`src/rtl/edge_det_pkg.sv`:
```
// Shared geometry constants, FSM encodings and width helpers for the
// frame-alignment controller and its input edge detectors.
package edge_det_pkg;

  // VGA 640x480 @ 60 Hz reference timing
  localparam int VGA_HACT = 640;
  localparam int VGA_HFP  = 16;
  localparam int VGA_HSW  = 96;
  localparam int VGA_HBP  = 48;
  localparam int VGA_VACT = 480;
  localparam int VGA_VFP  = 10;
  localparam int VGA_VSW  = 2;
  localparam int VGA_VBP  = 33;

  // Controller states
  localparam logic [1:0] ST_IDLE    = 2'd0;
  localparam logic [1:0] ST_MEASURE = 2'd1;
  localparam logic [1:0] ST_LOCKED  = 2'd2;

  // Width able to hold 0..max_val inclusive, with headroom to see one past it
  function automatic int cnt_width(input int max_val);
    return $clog2(max_val) + 1;
  endfunction

endpackage

```
`src/rtl/sync_edge_detect.sv`:
```
// Registers one input bit and flags when the registered copy enters or
// leaves its active level.
module sync_edge_detect #(
  parameter logic ACT_LVL = 1'b1
) (
  input  logic clk,
  input  logic rst_n,
  input  logic d_i,
  output logic lvl_o,
  output logic act_o,
  output logic idle_o
);

  logic sample_q, sample_d;
  logic prev_q, prev_d;

  // Capture the input and keep one older copy for the edge compare
  always_comb begin
    sample_d = d_i;
    prev_d   = sample_q;
  end

  // Both history stages clear together so reset never fakes an edge
  always_ff @(posedge clk or negedge rst_n) begin
    if (!rst_n) begin
      sample_q <= 1'b0;
      prev_q   <= 1'b0;
    end else begin
      sample_q <= sample_d;
      prev_q   <= prev_d;
    end
  end

  assign lvl_o  = sample_q;
  assign act_o  = (sample_q == ACT_LVL) && (prev_q != ACT_LVL);
  assign idle_o = (sample_q != ACT_LVL) && (prev_q == ACT_LVL);

endmodule

```
`src/rtl/edge_frame_align_ctrl.sv`:
```
// Measures incoming frame geometry, locks after consecutive good frames,
// gates the datapath while locked and emits a latency-aligned vertical reset.
module edge_frame_align_ctrl
  import edge_det_pkg::*;
#(
  parameter int HACT         = VGA_HACT,
  parameter int VACT         = VGA_VACT,
  parameter int VS_POL       = 0,
  parameter int LOCK_FRAMES  = 2,
  parameter int LINE_LATENCY = 1,
  parameter int PIX_LATENCY  = 4
) (
  input  logic                      I_PCLK,
  input  logic                      I_RST_N,
  input  logic                      I_VSYNC,
  input  logic                      I_DE,
  input  logic                      I_ERR_CLR,
  output logic                      O_PIPE_EN,
  output logic                      O_VRST,
  output logic                      O_FRAME_START,
  output logic                      O_LOCKED,
  output logic [$clog2(HACT)-1:0]   O_COL,
  output logic [$clog2(VACT)-1:0]   O_ROW,
  output logic [7:0]                O_ERR_CNT
);

  localparam int COL_W  = $clog2(HACT);
  localparam int ROW_W  = $clog2(VACT);
  localparam int PIX_W  = cnt_width(HACT);
  localparam int LINE_W = cnt_width(VACT);
  localparam int GOOD_W = cnt_width(LOCK_FRAMES);
  localparam int RISE_W = 8;
  localparam int DLY_W  = 8;

  logic vs_lvl, frame_start, vs_idle, vs_unused;
  logic de_lvl, de_rise, de_fall;

  logic [PIX_W-1:0]  pix_cnt_q, pix_cnt_d;
  logic [LINE_W-1:0] line_cnt_q, line_cnt_d, line_cnt_eff;
  logic              bad_q, bad_d, bad_eff;
  logic              line_bad, frame_good;

  logic [1:0]        state_q, state_d;
  logic [GOOD_W-1:0] good_cnt_q, good_cnt_d, good_inc;
  logic              locked_q, locked_d;
  logic              arm_set, err_evt;

  logic [RISE_W-1:0] rise_cnt_q, rise_cnt_d, rise_idx;
  logic              armed_q, armed_d, armed_eff, align_start;
  logic              pend_q, pend_d;
  logic [DLY_W-1:0]  dly_q, dly_d;
  logic              vrst;

  logic [7:0]        err_cnt_q, err_cnt_d;

  sync_edge_detect #(.ACT_LVL(VS_POL != 0)) u_vs_det (
    .clk    (I_PCLK),
    .rst_n  (I_RST_N),
    .d_i    (I_VSYNC),
    .lvl_o  (vs_lvl),
    .act_o  (frame_start),
    .idle_o (vs_idle)
  );

  sync_edge_detect #(.ACT_LVL(1'b1)) u_de_det (
    .clk    (I_PCLK),
    .rst_n  (I_RST_N),
    .d_i    (I_DE),
    .lvl_o  (de_lvl),
    .act_o  (de_rise),
    .idle_o (de_fall)
  );

  // Only the start-of-vsync edge matters; the level and trailing edge are spare
  assign vs_unused = vs_lvl ^ vs_idle;

  // Pixel/line counting; the closing line is judged before the frame verdict
  always_comb begin
    pix_cnt_d = pix_cnt_q;
    if (de_rise)
      pix_cnt_d = PIX_W'(1);
    else if (de_lvl && !(&pix_cnt_q))
      pix_cnt_d = pix_cnt_q + 1'b1;

    line_bad     = de_fall && (pix_cnt_q != PIX_W'(HACT));
    line_cnt_eff = line_cnt_q;
    if (de_fall && !(&line_cnt_q))
      line_cnt_eff = line_cnt_q + 1'b1;
    bad_eff    = bad_q | line_bad;
    frame_good = (line_cnt_eff == LINE_W'(VACT)) && !bad_eff;

    line_cnt_d = frame_start ? '0 : line_cnt_eff;
    bad_d      = frame_start ? 1'b0 : bad_eff;
  end

  // Lock FSM: IDLE waits for a frame boundary, MEASURE counts good frames,
  // LOCKED drops back on the first geometry error
  always_comb begin
    state_d    = state_q;
    good_cnt_d = good_cnt_q;
    good_inc   = good_cnt_q + 1'b1;
    arm_set    = 1'b0;
    err_evt    = 1'b0;
    case (state_q)
      ST_IDLE: begin
        if (frame_start) begin
          state_d    = ST_MEASURE;
          good_cnt_d = '0;
        end
      end
      ST_MEASURE: begin
        if (frame_start) begin
          if (!frame_good) begin
            good_cnt_d = '0;
          end else if (good_inc == GOOD_W'(LOCK_FRAMES)) begin
            state_d    = ST_LOCKED;
            good_cnt_d = '0;
            arm_set    = 1'b1;
          end else begin
            good_cnt_d = good_inc;
          end
        end
      end
      ST_LOCKED: begin
        if (line_bad || (frame_start && !frame_good)) begin
          state_d    = ST_MEASURE;
          good_cnt_d = '0;
          err_evt    = 1'b1;
        end else if (frame_start) begin
          arm_set = 1'b1;
        end
      end
      default: state_d = ST_IDLE;
    endcase
    locked_d = (state_d == ST_LOCKED);
  end

  // Vertical-reset alignment: count DE rises per frame and fire once, a fixed
  // pixel delay after the rise of the line matching the datapath line latency
  always_comb begin
    rise_idx  = frame_start ? '0 : rise_cnt_q;
    armed_eff = armed_q;
    if (frame_start)
      armed_eff = arm_set;
    if (err_evt)
      armed_eff = 1'b0;
    align_start = armed_eff && de_rise && (rise_idx == RISE_W'(LINE_LATENCY));

    rise_cnt_d = rise_idx;
    if (de_rise && !(&rise_idx))
      rise_cnt_d = rise_idx + 1'b1;
    armed_d = armed_eff && !align_start;

    vrst  = (pend_q && (dly_q == DLY_W'(1))) || (align_start && (PIX_LATENCY == 0));
    pend_d = pend_q;
    dly_d  = dly_q;
    if (pend_q) begin
      if (dly_q == DLY_W'(1))
        pend_d = 1'b0;
      else
        dly_d = dly_q - 1'b1;
    end
    if (frame_start || err_evt)
      pend_d = 1'b0;
    if (align_start && (PIX_LATENCY != 0)) begin
      pend_d = 1'b1;
      dly_d  = DLY_W'(PIX_LATENCY);
    end
  end

  // Debug error counter: clear wins first, then a same-cycle error still counts
  always_comb begin
    err_cnt_d = I_ERR_CLR ? 8'd0 : err_cnt_q;
    if (err_evt && !(&err_cnt_d))
      err_cnt_d = err_cnt_d + 8'd1;
  end

  // All controller state, cleared asynchronously
  always_ff @(posedge I_PCLK or negedge I_RST_N) begin
    if (!I_RST_N) begin
      pix_cnt_q  <= '0;
      line_cnt_q <= '0;
      bad_q      <= 1'b0;
      state_q    <= ST_IDLE;
      good_cnt_q <= '0;
      locked_q   <= 1'b0;
      rise_cnt_q <= '0;
      armed_q    <= 1'b0;
      pend_q     <= 1'b0;
      dly_q      <= '0;
      err_cnt_q  <= 8'd0;
    end else begin
      pix_cnt_q  <= pix_cnt_d;
      line_cnt_q <= line_cnt_d;
      bad_q      <= bad_d;
      state_q    <= state_d;
      good_cnt_q <= good_cnt_d;
      locked_q   <= locked_d;
      rise_cnt_q <= rise_cnt_d;
      armed_q    <= armed_d;
      pend_q     <= pend_d;
      dly_q      <= dly_d;
      err_cnt_q  <= err_cnt_d;
    end
  end

  assign O_PIPE_EN     = locked_q;
  assign O_LOCKED      = locked_q;
  assign O_VRST        = vrst;
  assign O_FRAME_START = frame_start;
  assign O_COL         = de_rise ? '0 : pix_cnt_q[COL_W-1:0];
  assign O_ROW         = line_cnt_q[ROW_W-1:0];
  assign O_ERR_CNT     = err_cnt_q;

endmodule

```
`config.mk`:
```
export PLATFORM = sky130hd
export DESIGN_NAME = edge_frame_align_ctrl
export DESIGN_NICKNAME = d
export VERILOG_FILES = /design/src/rtl/edge_det_pkg.sv /design/src/rtl/sync_edge_detect.sv /design/src/rtl/edge_frame_align_ctrl.sv
export SDC_FILE = /design/constraint.sdc
export NUM_CORES = 1
export LEC_CHECK = 0
export ABC_AREA = 0
export CORE_MARGIN = 4
export CORE_UTILIZATION = 30
export CTS_BUF_LIST = sky130_fd_sc_hd__clkbuf_8 sky130_fd_sc_hd__clkbuf_16
export DETAILED_ROUTE_END_ITERATION = 12
export DONT_BUFFER_PORTS = 1
export GPL_TIMING_DRIVEN = 0
export PLACE_DENSITY = 0.4
export SLEW_MARGIN = 5
export SYNTH_ARGS = -nofsm -noshare
export SYNTH_HDL_FRONTEND = slang
export SYNTH_HIERARCHICAL = 1
export SYNTH_SLANG_ARGS = --single-unit
```
`constraint.sdc`:
```
create_clock -name I_PCLK -period 5.5 [get_ports I_PCLK]
set_clock_uncertainty 0.2 [all_clocks]
set_input_delay 1.1 -clock I_PCLK [delete_from_list [all_inputs] [get_ports I_PCLK]]
set_output_delay 1.1 -clock I_PCLK [all_outputs]
set_load 0.02 [all_outputs]
```
==> flow_metrics.env <==
export IMPL_dieArea_mm2=0.0129
export IMPL_postCtsSetupBuffers=0
export IMPL_switching_power_uw=291
export IMPL_fin_util=0.345
export IMPL_antenna_found_initial=0
export IMPL_hold_start="u_vs_det/lvl_o"
export IMPL_cts_reportedPaths_clkPinSlew_ns=0.07
export IMPL_postCtsHoldBufs=0
export IMPL_nNetsFinal=384
export IMPL_overflow=0
export IMPL_worstMarginPinSlew_ns=0.906
export IMPL_fin_area_mm2=0.00374
export IMPL_finalMaxSlewViolations=0
export IMPL_fmax_mhz=237
export IMPL_cts_root_buffer="clkbuf_8"
export IMPL_cts_buffers=9
export IMPL_detail_route_wl_per_cell_um=14.2
export IMPL_synth_area_mm2=0.00333
export IMPL_p_int_uw=785
export IMPL_maxCapViolCount=0
export IMPL_drt_total_wl_um=7280
export IMPL_drtIter0Drc=137
export IMPL_n_antenna_cell=0
export IMPL_stdcell_count=512
export IMPL_cp_max_fo=10
export IMPL_firstDrtPassIters=4
export IMPL_multi_input_area_mm2=0.00173
export IMPL_place_inst=496
export IMPL_worst_slack_ns=1.28
export IMPL_hold_path_end="u_vs_det/prev_q"
export IMPL_min_path_type="flip-flop to flip-flop"
export IMPL_vdd_drop_max_mv=0.119
export IMPL_worstPathArrival_ns=4.28
export IMPL_endpoint_kind="flip-flop"
export IMPL_hold_viol_final=0
export IMPL_slew_headroom=0.395
export IMPL_clk_latency_ns=0.34
export IMPL_cellLeakagePower_nw=1.66
export IMPL_post_dp_hpwl_um=5110
export IMPL_avgSynthCellArea_um2=9.36
export IMPL_status="finished clean"
export IMPL_worstSetupStartpoint="u_vs_det/lvl_o"
export IMPL_rows=38
export IMPL_rsz0062_at_grt="no"
export IMPL_port_buffers=0
export IMPL_grt_pass1_wl_um=12700
export IMPL_finalSetupTns_ns=0
export IMPL_die_height_um=113
export IMPL_power_total_mw=1.08
export IMPL_gp_congestion=0.763
export IMPL_via_per_inst=4.86
export IMPL_io_pin_count=36
export IMPL_core_mm2=0.0108
export IMPL_post_cts_resize_count=0
export IMPL_htreeDepth=3
export IMPL_r2r_start="u_vs_det/lvl_o"
export IMPL_num_vias=2487
export IMPL_holdPathStages=0
export IMPL_r2r_cells=12
export IMPL_ant_nets=0
export IMPL_placed_area_mm2=0.00351
export IMPL_die_w_um=113
export IMPL_regArea_mm2=0.00143
export IMPL_fin_crit_ns=4.22
export IMPL_syn_to_final_growth_pct=12.1
export IMPL_criticalPathCategory="flip-flop to flip-flop"
export IMPL_setup_viol=0
export IMPL_cts_buffer_depth=2
export IMPL_grt_max_degree=58
export IMPL_syn_inst=356
export IMPL_grt_pass1_vias=2523
export IMPL_grt_usage=0.123
export IMPL_sw_frac_of_total=0.270
export IMPL_drive_gt1_frac=0.110
export IMPL_p_clk_frac=0.417
export IMPL_cts_tree="yes"
export IMPL_period_share=0.767
export IMPL_r2r_end="rise_cnt_q[5]"
export IMPL_initial_core_util=0.307
export IMPL_power_frac_seq=0.436
export IMPL_whs_ns=0.178
export IMPL_comb_power_share=0.147
export IMPL_syn_nets=373
export IMPL_post_place_ws_ns=1.23
export IMPL_nFillCells=1135
export IMPL_critPathLaunchType="flip-flop"
export IMPL_reg2reg_slack_ns=1.28
export IMPL_p_per_area_mw_per_mm2=288
export IMPL_cts_sinks=57
export IMPL_route_detailed_drc=0
export IMPL_worstPathRequired_ns=5.56
export IMPL_yosys_warnings=6
placed cells by master, fill, tap and decap left out, types with 12 or more instances in the layout:
cell type	count
nand2_1	26
nand3_1	16
dfrtp_1	57
xor2_1	12
inv_1	15
nor2_1	48
a21oi_1	16
nor2b_1	23
ha_1	12
registers in the layout, summed over array words and instances (netlist names):
| register | flops |
|---|---|
| pend_q | 1 |
| pix_cnt_q | 11 |
| O_LOCKED | 1 |
| state_q | 2 |
| u_de_det/lvl_o | 1 |
| dly_q | 8 |
| u_vs_det/lvl_o | 1 |
| u_vs_det/prev_q | 1 |
| u_de_det/prev_q | 1 |
| line_cnt_q | 10 |
| bad_q | 1 |
| good_cnt_q | 2 |
| O_ERR_CNT | 8 |
| rise_cnt_q | 8 |
| armed_q | 1 |
metal layers:
metal	wire length (um)	up-vias	GRT usage
li1	-	1249	-
met4	109	0	0.0425
met1	3430	1196	0.163
met3	252	8	0.0355
met5	0	-	0
met2	3490	34	0.192
area by class of cell:
class	count	share of cell area
multi-input cells	265	0.464
flip-flops and latches	57	0.382
well taps	140	0.0469
clock buffers	11	0.0405
plain buffers	19	0.0311
clock inverters	5	0.0208
inverters	15	0.0151
critical path, stage by stage, from the launching register on:
cell	delay, ns
dfrtp_1	0.38
nor2b_1	0.70
clkbuf_1	0.41
clkbuf_1	0.46
nand2b_1	0.22
inv_1	0.06
ha_1	0.22
nand2_1	0.08
nor3_1	0.05
a31oi_1	0.53
nand4_1	0.31
or3_1	0.37
a21oi_1	0.15
power by group through the flow:
stage / logic (mW) / registers, mW / clock network, mW
after CTS: 0.161 / 0.470 / 0.468
after floorplan: 0.133 / 0.471 / 0
after detailed placement: 0.160 / 0.478 / 0
final: 0.158 / 0.469 / 0.449
after global routing: 0.181 / 0.473 / 0.485
after global placement: 0.159 / 0.477 / 0
worst max-delay path by stage:
stage | endpoint | cells past startpoint
after global routing | rise_cnt_q[5] | 12
after CTS | rise_cnt_q[5] | 12
final | rise_cnt_q[5] | 12
after detailed placement | rise_cnt_q[5] | 12
after global placement | rise_cnt_q[7] | 13
after floorplan | rise_cnt_q[5] | 12
No activity file was read; power rests on OpenSTA's default activity.
